$ cat src/rtl/rule_packer_128_512.sv
`default_nettype none
// ============================================================================
//  Module      : rule_packer_128_512
//  Description : Packs nonzero 128-bit rule words into 512-bit beats, lane 0
//                first. Unused lanes are zero-filled. Every rule set (closed
//                by an eop word) ends with one all-zero terminator beat that
//                has eop=1. Zero-valued rule words are dropped.
//
//  Ports
//    clk            : single clock, all state on the rising edge
//    rst_n          : asynchronous active-low reset
//    in_rule_sop    : ignored (set boundaries come from eop only)
//    in_rule_eop    : terminator word of a rule set (its data is ignored)
//    in_rule_valid  : input word valid
//    in_rule_data   : one 128-bit rule entry
//    in_rule_empty  : ignored
//    in_rule_ready  : word accepted when valid & ready on a clock edge
//    out_rule_sop   : first beat of an output packet
//    out_rule_eop   : terminator beat
//    out_rule_valid : output beat valid
//    out_rule_data  : four 128-bit lanes, lane k = bits [128k+127:128k]
//    out_rule_empty : 16 x unused lanes on data beats, 0 on the terminator
//    out_rule_ready : downstream accept
//
//  Revision    : 1.0 - initial release
// ============================================================================
module rule_packer_128_512 (
  input  logic         clk,
  input  logic         rst_n,
  input  logic         in_rule_sop,
  input  logic         in_rule_eop,
  input  logic         in_rule_valid,
  input  logic [127:0] in_rule_data,
  input  logic [3:0]   in_rule_empty,
  output logic         in_rule_ready,
  output logic         out_rule_sop,
  output logic         out_rule_eop,
  output logic         out_rule_valid,
  output logic [511:0] out_rule_data,
  output logic [5:0]   out_rule_empty,
  input  logic         out_rule_ready
);

  localparam int C_LANES  = 4;
  localparam int C_LANE_W = 128;

  typedef enum logic [0:0] {
    FILL = 1'b0,
    TERM = 1'b1
  } state_t;

  // --------------------------------------------------------------------------
  // State
  // --------------------------------------------------------------------------
  state_t         r_state;
  state_t         w_state_nxt;
  logic [511:0]   r_acc;
  logic [511:0]   w_acc_nxt;
  logic [1:0]     r_lane_cnt;
  logic [1:0]     w_lane_cnt_nxt;
  logic           r_first;
  logic           w_first_nxt;

  logic           r_out_valid;
  logic           r_out_sop;
  logic           r_out_eop;
  logic [511:0]   r_out_data;
  logic [5:0]     r_out_empty;
  logic           w_out_valid_nxt;
  logic           w_out_sop_nxt;
  logic           w_out_eop_nxt;
  logic [511:0]   w_out_data_nxt;
  logic [5:0]     w_out_empty_nxt;

  // --------------------------------------------------------------------------
  // Handshake
  // --------------------------------------------------------------------------
  logic           w_out_free;
  logic           w_accept;
  logic           w_word_nz;
  logic           w_write_lane;
  logic [C_LANES-1:0] w_lane_we;
  logic [5:0]     w_flush_empty;

  // sop and the input empty field carry no information for this block.
  logic           w_unused;
  assign w_unused = ^{in_rule_sop, in_rule_empty};

  assign w_out_free    = !r_out_valid || out_rule_ready;
  assign in_rule_ready = (r_state == FILL) && w_out_free;
  assign w_accept      = in_rule_valid && in_rule_ready;
  assign w_word_nz     = |in_rule_data;

  // A nonzero word lands in the accumulator only for lanes 0..2; the word
  // that would fill lane 3 goes straight into the output register instead.
  assign w_write_lane  = w_accept && !in_rule_eop && w_word_nz && (r_lane_cnt != 2'd3);

  genvar gi;
  generate
    for (gi = 0; gi < C_LANES; gi++) begin : g_lane
      assign w_lane_we[gi] = w_write_lane && (r_lane_cnt == 2'(gi));
    end
  endgenerate

  // Empty count for a partial flush: 16 per unused lane.
  always_comb begin
    w_flush_empty = 6'd0;
    case (r_lane_cnt)
      2'd1:    w_flush_empty = 6'd48;
      2'd2:    w_flush_empty = 6'd32;
      2'd3:    w_flush_empty = 6'd16;
      default: w_flush_empty = 6'd0;
    endcase
  end

  // --------------------------------------------------------------------------
  // Next-state / output-register logic
  // --------------------------------------------------------------------------
  always_comb begin
    w_state_nxt     = r_state;
    w_acc_nxt       = r_acc;
    w_lane_cnt_nxt  = r_lane_cnt;
    w_first_nxt     = r_first;
    w_out_valid_nxt = r_out_valid;
    w_out_sop_nxt   = r_out_sop;
    w_out_eop_nxt   = r_out_eop;
    w_out_data_nxt  = r_out_data;
    w_out_empty_nxt = r_out_empty;

    // The current beat leaves (or there was none): drop valid unless a new
    // beat is loaded below. Fields stay put while the beat is stalled.
    if (w_out_free) begin
      w_out_valid_nxt = 1'b0;
    end

    for (int k = 0; k < C_LANES; k++) begin
      if (w_lane_we[k]) begin
        w_acc_nxt[k*C_LANE_W +: C_LANE_W] = in_rule_data;
      end
    end

    case (r_state)
      FILL: begin
        if (w_accept) begin
          if (!in_rule_eop) begin
            if (w_word_nz) begin
              if (r_lane_cnt == 2'd3) begin
                w_out_valid_nxt = 1'b1;
                w_out_sop_nxt   = r_first;
                w_out_eop_nxt   = 1'b0;
                w_out_data_nxt  = {in_rule_data, r_acc[383:0]};
                w_out_empty_nxt = 6'd0;
                w_acc_nxt       = '0;
                w_lane_cnt_nxt  = 2'd0;
                w_first_nxt     = 1'b0;
              end else begin
                w_lane_cnt_nxt  = r_lane_cnt + 2'd1;
              end
            end
          end else if (r_lane_cnt != 2'd0) begin
            // Partial beat first; the terminator follows from TERM once
            // this flush beat has been taken.
            w_out_valid_nxt = 1'b1;
            w_out_sop_nxt   = r_first;
            w_out_eop_nxt   = 1'b0;
            w_out_data_nxt  = r_acc;
            w_out_empty_nxt = w_flush_empty;
            w_acc_nxt       = '0;
            w_lane_cnt_nxt  = 2'd0;
            w_first_nxt     = 1'b0;
            w_state_nxt     = TERM;
          end else begin
            // Nothing buffered: the terminator goes out directly. sop is set
            // when the whole set was empty.
            w_out_valid_nxt = 1'b1;
            w_out_sop_nxt   = r_first;
            w_out_eop_nxt   = 1'b1;
            w_out_data_nxt  = '0;
            w_out_empty_nxt = 6'd0;
            w_first_nxt     = 1'b1;
          end
        end
      end

      TERM: begin
        if (w_out_free) begin
          w_out_valid_nxt = 1'b1;
          w_out_sop_nxt   = 1'b0;
          w_out_eop_nxt   = 1'b1;
          w_out_data_nxt  = '0;
          w_out_empty_nxt = 6'd0;
          w_first_nxt     = 1'b1;
          w_state_nxt     = FILL;
        end
      end

      default: begin
        w_state_nxt = FILL;
      end
    endcase
  end

  // --------------------------------------------------------------------------
  // Registers
  // --------------------------------------------------------------------------
  always_ff @(posedge clk or negedge rst_n) begin
    if (!rst_n) begin
      r_state     <= FILL;
      r_acc       <= '0;
      r_lane_cnt  <= 2'd0;
      r_first     <= 1'b1;
      r_out_valid <= 1'b0;
      r_out_sop   <= 1'b0;
      r_out_eop   <= 1'b0;
      r_out_data  <= '0;
      r_out_empty <= 6'd0;
    end else begin
      r_state     <= w_state_nxt;
      r_acc       <= w_acc_nxt;
      r_lane_cnt  <= w_lane_cnt_nxt;
      r_first     <= w_first_nxt;
      r_out_valid <= w_out_valid_nxt;
      r_out_sop   <= w_out_sop_nxt;
      r_out_eop   <= w_out_eop_nxt;
      r_out_data  <= w_out_data_nxt;
      r_out_empty <= w_out_empty_nxt;
    end
  end

  assign out_rule_valid = r_out_valid;
  assign out_rule_sop   = r_out_sop;
  assign out_rule_eop   = r_out_eop;
  assign out_rule_data  = r_out_data;
  assign out_rule_empty = r_out_empty;

endmodule
`default_nettype wire

$ cat config.mk
export PLATFORM = sky130hd
export DESIGN_NAME = rule_packer_128_512
export DESIGN_NICKNAME = d
export VERILOG_FILES = /design/src/rtl/rule_packer_128_512.sv
export SDC_FILE = /design/constraint.sdc
export NUM_CORES = 2
export LEC_CHECK = 0
export BUFFER_PORTS_ARGS = -buffer_cell sky130_fd_sc_hd__buf_2
export CAP_MARGIN = 20
export CORE_MARGIN = 5
export CORE_UTILIZATION = 60
export DETAILED_ROUTE_END_ITERATION = 8
export PLACE_DENSITY_LB_ADDON = 0.15
export RECOVER_POWER = 100
export SYNTH_ARGS = -nofsm -noshare
export SYNTH_HDL_FRONTEND = slang
export SYNTH_SLANG_ARGS = --single-unit
$ cat constraint.sdc
create_clock -name clk -period 5.75 [get_ports clk]
set_input_delay 0.8625 -clock clk [delete_from_list [all_inputs] [get_ports clk]]
set_output_delay 0.8625 -clock clk [all_outputs]
set_load 0.01 [all_outputs]
Word-level counts from Yosys, hierarchy flattened
Index checks and enable logic that the tools add are counted.
{"block": "op_classes", "add_sub_neg": 1, "multipliers": 0, "div": 0, "n_lt_le_gt_ge": 0, "n_eq_ne": 9, "shifts": 0, "mux": 54, "bitwise_logic": 1, "n_reduce_logical": 18}
{"operator": "$mux 512", "count": 12}
{"operator": "$pmux 512 s2", "count": 1}
{"operator": "$mux 128", "count": 4}
{"operator": "$reduce_or 128->1", "count": 1}
{"operator": "$mux 6", "count": 6}
{"operator": "$mux 1", "count": 21}
{"operator": "$pmux 6 s3", "count": 1}
{"operator": "$pmux 6 s2", "count": 1}
{"operator": "$logic_and 1x1->1", "count": 9}
{"operator": "$mux 2", "count": 4}
{"operator": "$pmux 1 s2", "count": 4}
{"operator": "$reduce_and 4->1", "count": 2}
{"operator": "$eq 2x2->1 const B", "count": 2}
{"operator": "$ne 2x1->1 const B", "count": 2}
{"operator": "$ne 2x2->1 const B", "count": 2}
{"operator": "$reduce_bool 2->1", "count": 2}
{"operator": "$ne 3x2->1 const B", "count": 1}
{"operator": "$ne 3x3->1 const B", "count": 1}
{"operator": "$add 2x1->2 const B", "count": 1}
{"operator": "$eq 2x1->1 const B", "count": 1}
{"operator": "$logic_not 1->1", "count": 2}
{"operator": "$logic_not 2->1", "count": 1}
{"operator": "$logic_or 1x1->1", "count": 1}
{"operator": "$not 1->1", "count": 1}
{"block": "word_totals", "register_bits": 1037, "latch_bits": 0, "ram_bits": 0, "romBits": 0, "in_bits": 138, "out_inout_bits": 522, "wordCells": 92, "mem_count": 0}

Logic depth before layout (Yosys ltp)
{"block": "depth", "ltp_word": 14, "mapped_depth": 10, "mapped_depth_nobuf": 6}

Worst setup path after synthesis
No wires, ideal clock.
{"block": "synth_path", "path_kind": "input to register", "start": "input port in_rule_data[65]", "end": "register r_out_data[391] (netlist: out_rule_data[391])", "setup_ps": 125, "t_arrival_ps": 2745, "required_time_ps": 5625, "path_slack_ps": 2880, "path_stages": 8, "n_path_buf": 2, "path_cell_list": "nor4_1 nand4_1 nor4_2 nand2_2 a21oi_2 buf_2 buf_2 mux2_2"}
{"block": "synth_between", "elab_chain_cells": 3}
{"item": "from (decl)", "line": "33", "rtl": "input logic [127:0] in_rule_data,"}
{"item": "$reduce_or 128->1", "line": "92", "rtl": "assign w_word_nz = |in_rule_data;"}
{"item": "$ne 3x3->1 (no line)"}
{"item": "$reduce_and 4->1 (no line)"}
{"item": "to (signal assigned)", "line": "225", "rtl": "r_out_data <= w_out_data_nxt;"}
{"item": "to (decl)", "line": "67", "rtl": "logic [511:0] r_out_data;"}
No other way between the ends.
A chain may end at the register's enable or synchronous reset.

Worst setup path in the final report
{"block": "layout_path", "start": "input port in_rule_data[3]", "end": "register r_out_data[441] (netlist: out_rule_data[441])"}
The elaborated chain is that of the path after synthesis.

==> run metrics <==
status finished, violations left; failing checks max-capacitance violations, max-slew violations; Final setup viols 0; Worst Skew 0.02650 ns; Final Max Tran Viols 832; die area 77,350 um2; Post-synth EDFFs 0; total power draw 27.48 mW; Yosys top cell by area dfrtp_1; Critical-path top delay cell nor4_1; main combinational cell family by area after synthesis multiplexers; layout cells sized above 1 11.15%; Hold Vio Cnt, Final 0; Crit Path Class input port to flop; Rows 98; Synth top cells by count dfrtp_1, mux2i_1, nand2_1, nor2_1, inv_1; top-area cell type share of the netlist area 59.87%; drt first-iter violations 2,355; All-Layer GR Usage 29.66%; Port Buffers 650; worst path arrival time 5.21 ns; CP max stage delay 0.95 ns; Synth Cell Area 43,130 um2; worst-margin pin slew 2.593 ns; Clock Tree Buf Depth 3; worst-path maximum fanout 26; mux cell area share after synthesis 21.16%; FILL cells 5,436; worst reg-to-reg setup slack 1.31 ns; sequential area share after synthesis 59.93%; Avg WL per Cell 22.11 um; CTS sink cnt 1,033; Die Wd 278.1 um; Rel. slew slack -72.88%; Lkg Pwr 24.75 nW; DRT Wirelength 116,900 um; Resized Gates After CTS 0; mean cell area of the mapped netlist 11.76 um2; GPL Wtd Cong 0.8195; simple-gate share of the synthesized area 9.407%; DR vias 29,070; hpwl dp 73,170 um; Remaining DRCs 0; vias per cell 5.500; Final period util 81.41%; Sum Neg Setup Slack 0 ns; TritonRoute pass-1 iters 5; Setup crit end kind flop; Synth warnings 0; post-synthesis compound-gate area fraction 2.930%; Post-Synthesis Cells 3,668; # H-tree levels 3; CTS Hold Bufs 0; MaxCap Viol Count 10; initial antenna violation count 7; RSZ-0062 raised after global routing no; most common cell in the netlist dfrtp_1; Area Growth Syn to Fin 15.72%; total core area 71,360 um2; Critical Path Start Type input port; largest net degree at the start of global routing 238; Top Ports 660; Die Span Y 278.1 um; Post-synth ARST share 100.0%; Initial Utilization 60.44%; crit path time final 4.681 ns; adder and majority gate portion of the synthesized area 0.1160%; Most common cell on crit path nor4_1; fmax 213.6 MHz; Top FF cell, synth dfrtp_1; grt total ovfl 0; worst endpoint required time 6.28 ns; critical path cell sequence buf_2, nor4_1, nand4_1, nor4_1, clkbuf_1, nand2_1, a21oi_1, buf_4, clkbuf_2, mux2_2; FF+latch count, synth 1,033; clock-pin transition on the worst setup and hold timing paths 0.06 ns; DRT antenna net count 0; clk_lat worst skew 0.67 ns; fin nets 4,387; Cell variety after synth 33; Hold Crit Class flop to flop; TritonCTS clock tree yes; CTS Buf Count 105; maximum VDD drop 0.2820 mV; Synth Area in XOR/XNOR 0%; Setup Buffers After CTS 0; pwr dens 550.6 nW/um2; vias in the first global route 29,850; Area contributors post-synth dfrtp_1, mux2i_1, nand2_1, nor2_1, inv_1; Root Buffer clkbuf_16; first-pass GRT wire length 181,200 um
==> sequential cells by signal, summed over array words and instances (netlist names) <==
name and cells:
out_rule_data 512, out_rule_empty 2, out_rule_eop 1, out_rule_sop 1, out_rule_valid 1, r_acc 512
r_first 1, r_lane_cnt 2, r_state 1
==> cells by family after synthesis <==
logic type / Yosys count
AO/OA/AOI/OAI: 150
adder cells (fa/ha/maj): 4
buffers and inverters: 623
flip-flops: 1033
multiplexers: 896
other: 1
AND/OR/NAND/NOR: 961
==> critical path: cells and delay by family <==
kind	cells	cell delay (ns)
muxes	1	0.41
buffers and inverters	4	1.51
and+or+nand+nor	4	1.90
AOI/OAI and AO/OA	1	0.51
==> layout by cell type (no fill, tap or decap), drive strengths merged, types with 2 or more instances in the layout <==
master    netlist  layout
a21oi          10      10
a22o          127     127
a2bb2oi         2       2
buf           149     168
bufinv          0      13
clkbuf         83     678
clkinv          0      23
clkinvlp        0       7
conb            1       4
dfrtp        1032    1032
diode           0       5
ha              4       4
inv           391     394
mux2          127     127
mux2i         769     769
nand2         393     393
nand3           3       3
nand4           8       8
nor2          392     392
nor2b         129     129
nor4           34      34
o21ai           4       4
o2bb2ai         2       2
==> through the flow <==
stage          hold WS, ns  util [%]  area, um2  worst slack (ns)  cells
2_1_floorplan       0.4415         -      43150             2.880   3671
3_3_place_gp        0.4500     65.83      46980             1.254   5086
3_5_place_dp        0.4673     65.85      47000             1.220   5087
4_1_cts             0.2463     70.98      50650             1.883   5280
5_1_grt             0.4895     69.95      49920            0.8727   5286
6_report            0.4691     69.95      49920             1.069   5286
==> power by group <==
part	internal [mW]	switching, mW	total (mW)
clock network	4.26	2.89	7.15
registers	10.1	1.79	11.8
logic	3.09	5.39	8.48
==> cell type report <==
type	instances	area (um2)	area share [%]
multi-input combinational	2015	14550	29.15
antenna	5	12.51	0.02507
sequential	1033	25850	51.79
clock buffer	147	3027	6.064
tap	950	1189	2.381
clock inverter	46	629.4	1.261
timing repair buffer	699	3188	6.387
inverter	391	1468	2.940
==> routing by layer <==
| layer | routed length, um | vias to the layer above | GRT usage (%) |
|---|---|---|---|
| li1 | - | 13080 | - |
| met1 | 49800 | 14860 | 42.08 |
| met2 | 54760 | 901 | 46.18 |
| met3 | 7589 | 228 | 6.484 |
| met4 | 4692 | 2 | 10.33 |
| met5 | 8 | - | 0 |
==> final timing paths <==
path,startpoint,endpoint,depth (start not counted)
min in group asynchronous,rst_n,out_rule_data[181]$_DFFE_PN0P_,1
worst min register to register,r_first$_DFFE_PN1P_,r_first$_DFFE_PN1P_,2
worst max register to register,out_rule_valid$_DFF_PN0_,r_acc[302]$_DFF_PN0_,8
worst min-delay path,r_first$_DFFE_PN1P_,r_first$_DFFE_PN1P_,2
worst max-delay path,in_rule_data[3],out_rule_data[441]$_DFFE_PN0P_,10
max in group asynchronous,rst_n,r_acc[28]$_DFF_PN0_,2
(Power assumes the default switching activity.)
